==> config.mk <==
export PLATFORM = sky130hd
export DESIGN_NAME = ioctl_packer
export DESIGN_NICKNAME = d
export VERILOG_FILES = /design/src/rtl/ioctl_packer.sv
export SDC_FILE = /design/constraint.sdc
export NUM_CORES = 1
export LEC_CHECK = 0
export ABC_AREA = 1
export BUFFER_PORTS_ARGS = -buffer_cell sky130_fd_sc_hd__buf_2
export CAP_MARGIN = 10
export CORE_AREA = 8 8 162 240
export CTS_CLUSTER_SIZE = 20
export DETAILED_ROUTE_END_ITERATION = 12
export DIE_AREA = 0 0 170 248
export PLACE_DENSITY = 0.8
export SLEW_MARGIN = 20
export SYNTH_ARGS = -nofsm -noshare
export SYNTH_HDL_FRONTEND = slang
export SYNTH_SLANG_ARGS = --single-unit
==> constraint.sdc <==
create_clock -name clk1x -period 5 [get_ports clk1x]
set_input_delay 1 -clock clk1x [delete_from_list [all_inputs] [get_ports clk1x]]
set_output_delay 1 -clock clk1x [all_outputs]
set_load 0.01 [all_outputs]
==> src/rtl/ioctl_packer.sv <==
// HPS ioctl download packer: assembles IN_W ioctl writes into OUT_W memory words
// and queues them through a small FIFO to a one-outstanding req/done write port.
module ioctl_packer #(
    parameter int unsigned IN_W   = 16,
    parameter int unsigned OUT_W  = 32,
    parameter int unsigned ADDR_W = 27,
    parameter int unsigned DEPTH  = 4
) (
    input  logic                clk1x,
    input  logic                reset,
    input  logic                ioctl_download,
    input  logic [7:0]          ioctl_index,
    input  logic [ADDR_W-1:0]   ioctl_addr,
    input  logic [IN_W-1:0]     ioctl_dout,
    input  logic                ioctl_wr,
    output logic                ioctl_wait,
    input  logic [7:0]          cfg_index,
    input  logic [ADDR_W-1:0]   cfg_base,
    input  logic [1:0]          cfg_swap,
    output logic                wr_req,
    output logic [ADDR_W-1:0]   wr_addr,
    output logic [OUT_W-1:0]    wr_data,
    output logic [OUT_W/8-1:0]  wr_be,
    input  logic                wr_done,
    output logic                active,
    output logic                busy,
    output logic                loaded
);
    localparam int unsigned R      = OUT_W / IN_W;
    localparam int unsigned NB_IN  = IN_W / 8;
    localparam int unsigned NB_OUT = OUT_W / 8;
    localparam int unsigned IN_LSB = $clog2(NB_IN);
    localparam int unsigned LANE_W = (R > 1) ? $clog2(R) : 1;
    localparam int unsigned PTR_W  = $clog2(DEPTH);
    localparam int unsigned CNT_W  = $clog2(DEPTH + 1);
    localparam logic [ADDR_W-1:0] KEY_MASK = ~ADDR_W'(NB_OUT - 1);

    logic [LANE_W-1:0] lane;
    logic              lane_last;
    logic              wr_ok;
    logic [ADDR_W-1:0] wr_key;
    logic [IN_W-1:0]   din_sw;
    logic [OUT_W-1:0]  lane_data, lane_dmask;
    logic [NB_OUT-1:0] lane_be;

    logic              asm_valid, asm_valid_n;
    logic [ADDR_W-1:0] asm_key, asm_key_n;
    logic [OUT_W-1:0]  asm_data, asm_data_n;
    logic [NB_OUT-1:0] asm_be, asm_be_n;
    logic              defer, defer_n;

    logic              push;
    logic [ADDR_W-1:0] push_key;
    logic [OUT_W-1:0]  push_data;
    logic [NB_OUT-1:0] push_be;
    logic [ADDR_W-1:0] fifo_addr_in;
    logic [OUT_W-1:0]  fifo_data_in;
    logic [NB_OUT-1:0] fifo_be_in;

    logic [ADDR_W-1:0] fifo_addr [DEPTH];
    logic [OUT_W-1:0]  fifo_data [DEPTH];
    logic [NB_OUT-1:0] fifo_be   [DEPTH];
    logic [PTR_W-1:0]  wptr, rptr;
    logic [CNT_W-1:0]  count, count_n;
    logic              pop, fifo_we;
    logic              outstanding, outstanding_n;
    logic              match;

    assign match     = ioctl_download && (ioctl_index == cfg_index);
    assign wr_ok     = ioctl_wr && active;
    assign wr_key    = ioctl_addr & KEY_MASK;
    assign lane      = LANE_W'(ioctl_addr >> IN_LSB) & LANE_W'(R - 1);
    assign lane_last = (lane == LANE_W'(R - 1));

    // Byte swap within the incoming lane and placement into its word slot
    always_comb begin
        din_sw = ioctl_dout;
        if (cfg_swap[0]) begin
            for (int b = 0; b < NB_IN; b++) begin
                din_sw[8*b +: 8] = ioctl_dout[8*(NB_IN-1-b) +: 8];
            end
        end
        lane_data  = '0;
        lane_dmask = '0;
        lane_be    = '0;
        for (int l = 0; l < R; l++) begin
            if (lane == LANE_W'(l)) begin
                lane_data[IN_W*l +: IN_W]   = din_sw;
                lane_dmask[IN_W*l +: IN_W]  = '1;
                lane_be[NB_IN*l +: NB_IN]   = '1;
            end
        end
    end

    // Assembly next state and push decision; at most one push per cycle
    always_comb begin
        asm_valid_n = asm_valid;
        asm_key_n   = asm_key;
        asm_data_n  = asm_data;
        asm_be_n    = asm_be;
        defer_n     = 1'b0;
        push        = 1'b0;
        push_key    = asm_key;
        push_data   = asm_data;
        push_be     = asm_be;
        if (defer || (wr_ok && asm_valid && (wr_key != asm_key))) begin
            // Deferred word or key change: flush held word, restart from new lane
            push        = 1'b1;
            asm_valid_n = 1'b0;
            asm_data_n  = '0;
            asm_be_n    = '0;
            if (wr_ok) begin
                asm_valid_n = 1'b1;
                asm_key_n   = wr_key;
                asm_data_n  = lane_data;
                asm_be_n    = lane_be;
                defer_n     = lane_last;
            end
        end else if (wr_ok) begin
            if (lane_last) begin
                push        = 1'b1;
                push_key    = wr_key;
                push_data   = (asm_data & ~lane_dmask) | lane_data;
                push_be     = asm_be | lane_be;
                asm_valid_n = 1'b0;
                asm_data_n  = '0;
                asm_be_n    = '0;
            end else begin
                asm_valid_n = 1'b1;
                asm_key_n   = wr_key;
                asm_data_n  = (asm_data & ~lane_dmask) | lane_data;
                asm_be_n    = asm_be | lane_be;
            end
        end else if (!active && asm_valid) begin
            push        = 1'b1;
            asm_valid_n = 1'b0;
            asm_data_n  = '0;
            asm_be_n    = '0;
        end
    end

    // FIFO entry formatting (base offset, optional lane reversal) and drain control
    always_comb begin
        fifo_addr_in = cfg_base + push_key;
        fifo_data_in = push_data;
        fifo_be_in   = push_be;
        if (cfg_swap[1]) begin
            for (int l = 0; l < R; l++) begin
                fifo_data_in[IN_W*l +: IN_W] = push_data[IN_W*(R-1-l) +: IN_W];
                fifo_be_in[NB_IN*l +: NB_IN] = push_be[NB_IN*(R-1-l) +: NB_IN];
            end
        end
        pop           = (count != '0) && (!outstanding || wr_done);
        fifo_we       = push && ((count != CNT_W'(DEPTH)) || pop);
        outstanding_n = pop || (outstanding && !wr_done);
        count_n       = count + CNT_W'(fifo_we) - CNT_W'(pop);
    end

    always_ff @(posedge clk1x) begin
        if (reset) begin
            active      <= 1'b0;
            loaded      <= 1'b0;
            asm_valid   <= 1'b0;
            asm_key     <= '0;
            asm_data    <= '0;
            asm_be      <= '0;
            defer       <= 1'b0;
            wptr        <= '0;
            rptr        <= '0;
            count       <= '0;
            outstanding <= 1'b0;
            wr_req      <= 1'b0;
            wr_addr     <= '0;
            wr_data     <= '0;
            wr_be       <= '0;
            ioctl_wait  <= 1'b0;
            busy        <= 1'b0;
        end else begin
            active      <= match;
            loaded      <= loaded || match;
            asm_valid   <= asm_valid_n;
            asm_key     <= asm_key_n;
            asm_data    <= asm_data_n;
            asm_be      <= asm_be_n;
            defer       <= defer_n;
            count       <= count_n;
            outstanding <= outstanding_n;
            if (fifo_we) wptr <= wptr + PTR_W'(1);
            if (pop) begin
                rptr    <= rptr + PTR_W'(1);
                wr_addr <= fifo_addr[rptr];
                wr_data <= fifo_data[rptr];
                wr_be   <= fifo_be[rptr];
            end
            wr_req      <= pop;
            ioctl_wait  <= (count_n >= CNT_W'(DEPTH - 1)) || defer_n;
            busy        <= asm_valid_n || (count_n != '0) || outstanding_n || defer_n;
        end
    end

    // FIFO storage needs no reset; occupancy is tracked by count/pointers
    always_ff @(posedge clk1x) begin
        if (fifo_we) begin
            fifo_addr[wptr] <= fifo_addr_in;
            fifo_data[wptr] <= fifo_data_in;
            fifo_be[wptr]   <= fifo_be_in;
        end
    end
endmodule

# [Word-level counts from Yosys, hierarchy flattened]
# Memory sizes are Yosys's and may differ from the RTL's. A register that Yosys moved wholly into a read port is not among the register bits.
# Cells that the tools add are included.
[classes] n_reduce_logical=24 n_bitwise=4 addsub=5 n_eq_ne=4 muxes=45 n_lt_le_gt_ge=1
[ops] cell="$mux 32" n=9
[ops] cell="$mux 27" n=7
[ops] cell="$mux 16" n=5
[ops] cell="$mux 4" n=9
[ops] cell="$and 32x32->32" n=1
[ops] cell="$not 32->32" n=1
[ops] cell="$or 32x32->32" n=1
[ops] cell="$add 27x27->27" n=1
[ops] cell="$ne 27x27->1" n=1
[ops] cell="$mux 1" n=13
[ops] cell="$logic_or 1x1->1" n=9
[ops] cell="$reduce_bool 3->1" n=3
[ops] cell="$eq 8x8->1" n=1
[ops] cell="$logic_and 1x1->1" n=8
[ops] cell="$add 2x1->2 const B" n=2
[ops] cell="$mux 2" n=2
[ops] cell="$or 4x4->4" n=1
[ops] cell="$add 3x1->3" n=1
[ops] cell="$ge 3x2->1 const B" n=1
[ops] cell="$logic_not 1->1" n=3
[ops] cell="$ne 3x3->1 const B" n=1
[ops] cell="$sub 3x1->3" n=1
[ops] cell="$ne 2x1->1 const B" n=1
[ops] cell="$reduce_and 2->1" n=1
[word_totals] out_inout_bits=68 mem_count=3 mem_bits_rw=252 elab_cells=100 register_bits=78 in_bits=93
[mem_list] memory="fifo_data" words=4 width=32 read_ports=1 rd_clocked_by_memory_dff=1 write_ports=1 line="61" text="logic [OUT_W-1:0] fifo_data [DEPTH];"
[mem_list] memory="fifo_addr" words=4 width=27 read_ports=1 rd_clocked_by_memory_dff=1 write_ports=1 line="60" text="logic [ADDR_W-1:0] fifo_addr [DEPTH];"
[mem_list] memory="fifo_be" words=4 width=4 read_ports=1 rd_clocked_by_memory_dff=1 write_ports=1 line="62" text="logic [NB_OUT-1:0] fifo_be [DEPTH];"

# [Longest topological paths before layout]
[logic_depth] ltp_word=12 mapped_depth=26 ltp_nobuf=25

# [Worst setup path after synthesis]
# No wires, ideal clock.
[synth_timing] path_type="input to register" start="input port ioctl_wr" end="memory fifo_addr[0][0], enable pin" stages=7 setup_slack_ns=0.029 t_required_ns=4.515 n_path_buf=0 t_arrival_ns=4.487 cell_sequence="nand2_1 nor2_1 inv_1 nand2_1 nand3b_1 nand2_1 nor2_1"
[synth_via] elab_chain_cells=8 elab_cells_between_ends=9 cone_classes="mux: 4; reduce/logical: 5"
[synth_lines] element="start, declared" line="15" text="input logic ioctl_wr,"
[synth_lines] element="$logic_and 1x1->1 *" line="70" text="assign wr_ok = ioctl_wr && active;"
[synth_lines] element="$logic_and 1x1->1 (2 in a row)" line="106" text="if (defer || (wr_ok && asm_valid && (wr_key != asm_key))) begin"
[synth_lines] element="$logic_or 1x1->1" line="106"
[synth_lines] element="$mux 1 *" line="106"
[synth_lines] element="$logic_and 1x1->1 *" line="154" text="fifo_we = push && ((count != CNT_W'(DEPTH)) || pop);"
[synth_lines] element="$mux 1 *" line="203" text="if (fifo_we) begin"
[synth_lines] element="$mux 1 (not written as such) *" line="204" text="fifo_addr[wptr] <= fifo_addr_in;"
[synth_lines] element="end, declared" line="60"
# Every way passes the cells marked *; elsewhere a longest branch is shown, timed or not.

# [Worst setup path after layout]
[layout_timing] start="input port ioctl_addr[25]" end="memory fifo_addr[2][20], data pin"
[layout_via] elab_chain_cells=5
[layout_lines] element="start, declared" line="13" text="input logic [ADDR_W-1:0] ioctl_addr,"
[layout_lines] element="$ne 27x27->1" line="106"
[layout_lines] element="$logic_and 1x1->1" line="106"
[layout_lines] element="$logic_or 1x1->1" line="106"
[layout_lines] element="$mux 27" line="106"
[layout_lines] element="$add 27x27->27" line="144" text="fifo_addr_in = cfg_base + push_key;"
[layout_lines] element="named net fifo_addr_in[20]" line="56" text="logic [ADDR_W-1:0] fifo_addr_in;"
# The timed path passes the listed nets, and every way through them passes these cells.

==> flow_summary.toml <==
[logic_synthesis]
synthFlopType = "edfxtp_1"
synth-seq-cells = 391
synth_top_cell_by_area = "edfxtp_1"
synth_edf_count = 252
synth_area_mm2 = 0.0174
synth.yosys.warnings = 0
synth_top_area_share_pct = 43.4
yosysSeqAreaShare_pct = 59.4
synth_fp_nets = 2028
syn_inst = 1904
syn_avg_cell_area_um2 = 9.16
synth_area_leaders = "edfxtp_1, dfxtp_1, o21ai_0"
synth.distinct_cells = 39
synth.most_common_cell = "nor2_1"
postSynth.asyncResetShare_pct = 0
synthTopCellsByCount = "nor2_1, nand2_1, o21ai_0"

[sta]
hold_viol_final = 0
final-max-slew-violation-count = 0
relSlewSlack_pct = 31.1
max_freq_mhz = 231
finalCritPeriodShare_pct = 86.5
finClkSkew_ns = 0.0176
setup_tns_ns = 0
setup_ws_ns = 0.673
rsz0062_at_grt = "no"
worstMarginPinSlew_ns = 1.03
period_minus_slack_ns = 4.33
finalSetupViolCount = 0

[clocking]
cts_root_buf = "clkbuf_16"
clockBufferDepth = 3
ctsHoldBuffers = 0
cts_tree = "yes"
htree_levels = 2
cts.sinks = 391
clk_latency_ns = 0.54
cts_setup_buffers = 0
cts_buffers = 37
cts_resized = 0
clk_pin_slew_ns = 0.06

[placed_design]
io_buffers = 159
dpl_cell_area_mm2 = 0.0187
gp_congestion = 0.890
dp_slack_ns = 0.132
dp_hpwl_um = 28100

[global_routing]
grt_pass1_vias = 13443
antenna_found_initial = 1
grt-ovfl-total = 0
grt_max_degree = 95
grtUsageTotal_pct = 20.5
grt_first_pass_wirelength_um = 68600

[min_path]
hp-class = "reg -> reg"
min_from = "asm_be[2]"
min_to = "asm_be[2]"
hold_path_depth = 2

[final_layout]
n_fill_cell = 2993
layout-area-overhead-vs-synth_pct = 14.1
postLayoutCellArea_mm2 = 0.0199
post-route-util_pct = 56.0
multiInputGateArea_mm2 = 0.00607
fin_nets = 2151
regArea_mm2 = 0.0104
layout-drive-gt1-share_pct = 13.5

[route]
wl_per_cell_um = 17.2
vias = 13687
drt_iter0_markers = 992
viasPerCell = 5.40
totalWireLength_um = 43700
firstDrtPassIters = 6
post-route-drc-count = 0
ant_nets = 0

[die]
die_w_um = 170
fp.dieH_um = 248
num_rows = 85
core_area_mm2 = 0.0355
num_io_pins = 161
start_util_pct = 49.1
die_area_mm2 = 0.0422

[worst_setup_path]
cp_data_required_time_ns = 5.30
endpoint_kind = "flip-flop"
timing.rr.end = "fifo_addr[2][20]"
r2r_slack_ns = 0.89
r2r-start = "asm_key[26]"
reg2reg_depth = 20
cp-start-kind = "input pin"
cp.arrival_ns = 4.62
worstSetupPathType = "in -> reg"
critPathMaxFanout = 21

[pwr]
peakVddDrop_v = 0.000243
power_leakage_nw = 8.36
power_density_mw_per_mm2 = 446

[status]
status = "finished, final reports clean"

[run]
max-cap-violations = 0
power by group:
| part | internal [mW] | total [mW] | switching, mW |
|---|---|---|---|
| Clock | 1.60 | 2.80 | 1.20 |
| Combinational | 0.690 | 2.12 | 1.43 |
| Sequential | 3.71 | 3.93 | 0.225 |
state kept, by name, indices dropped and copies added, names as in the netlist, 3 cells and up:
register	count
asm_key	25
wr_data	32
wr_addr	27
wr_be	4
asm_data	32
fifo_be	16
fifo_data	128
count	3
asm_be	4
fifo_addr	108
critical path: stages:
cell     delay [ns]
buf_2          0.11
inv_1          0.06
nand2_1        0.06
nand2_1        0.05
nor2_1         0.16
nand3_1        0.11
nor2_1         0.12
nand3_2        0.12
nand2_4        0.12
nand2_4        0.09
nor2_4         0.18
buf_4          0.27
o21ai_0        0.21
fa_1           0.45
o21ai_0        0.35
nand3_1        0.12
nand3_1        0.16
a21oi_1        0.12
buf_4          0.16
o21ai_0        0.19
xor2_1         0.41
through the flow:
| stage | cells | total power, mW | hold WS (ns) |
|---|---|---|---|
| 6_report | 2536 | 8.86 | 0.473 |
| 3_3_place_gp | 2466 | 6.04 | 0.440 |
| 4_1_cts | 2534 | 8.91 | 0.476 |
| 2_1_floorplan | 1904 | 5.31 | 0.447 |
| 3_5_place_dp | 2466 | 6.12 | 0.466 |
| 5_1_grt | 2534 | 9.32 | 0.496 |
final cells by class:
class | count | share of cell area [%]
diodes | 2 | 0.0252
clock buffers | 50 | 5.31
clock inverters | 18 | 0.881
inverters | 162 | 3.08
multi-input cells | 1250 | 30.5
flip-flops and latches | 391 | 52.1
well taps | 478 | 3.01
repair buffers | 185 | 5.11
worst max-delay path by stage:
stage,from,endpoint,slack (ns)
after global routing,ioctl_addr[25],fifo_addr[3][20],0.35
final,ioctl_addr[25],fifo_addr[2][20],0.67
after CTS,ioctl_addr[25],fifo_addr[3][20],0.69
after floorplan,ioctl_wr,fifo_addr[0][0],0.03
after detailed placement,ioctl_addr[25],fifo_addr[1][20],0.13
after global placement,ioctl_addr[7],fifo_addr[1][20],0.25
cells in the final DEF (no fill, tap or decap), types with 6 or more instances in the layout:
| master | Yosys | layout |
|---|---|---|
| nand2_1 | 294 | 294 |
| o21ai_1 | 16 | 16 |
| xor2_1 | 19 | 19 |
| or2_2 | 9 | 9 |
| inv_1 | 154 | 152 |
| xnor2_1 | 18 | 18 |
| ha_1 | 29 | 29 |
| nand4_1 | 18 | 18 |
| nand3_1 | 63 | 63 |
| dfxtp_1 | 139 | 137 |
| edfxtp_1 | 252 | 252 |
| o21ai_0 | 280 | 280 |
| clkbuf_16 | 0 | 38 |
| nor2_1 | 354 | 350 |
| buf_4 | 5 | 24 |
| clkbuf_1 | 61 | 6 |
| inv_2 | 5 | 7 |
| clkbuf_8 | 0 | 6 |
| a21oi_1 | 50 | 49 |
| buf_2 | 16 | 159 |
| clkinv_1 | 2 | 6 |
| a31oi_1 | 69 | 69 |
kinds of logic after synthesis:
| family | Yosys count | synth area share [%] |
|---|---|---|
| and+or+nand+nor | 754 | 17.4 |
| xor gates and xnor gates | 37 | 1.86 |
| AOI/OAI and AO/OA | 428 | 13.0 |
| buffers and inverters | 263 | 6.07 |
| adders and majority gates | 31 | 2.31 |
| DFF | 391 | 59.4 |
routing by layer:
| metal | global-route usage, % | wire length, um |
|---|---|---|
| met2 | 36.2 | 22100 |
| met1 | 23.9 | 17000 |
| met5 | 0 | 0 |
| met3 | 3.45 | 2930 |
| met4 | 9.88 | 1630 |
Power figures use the tool's default switching activity.
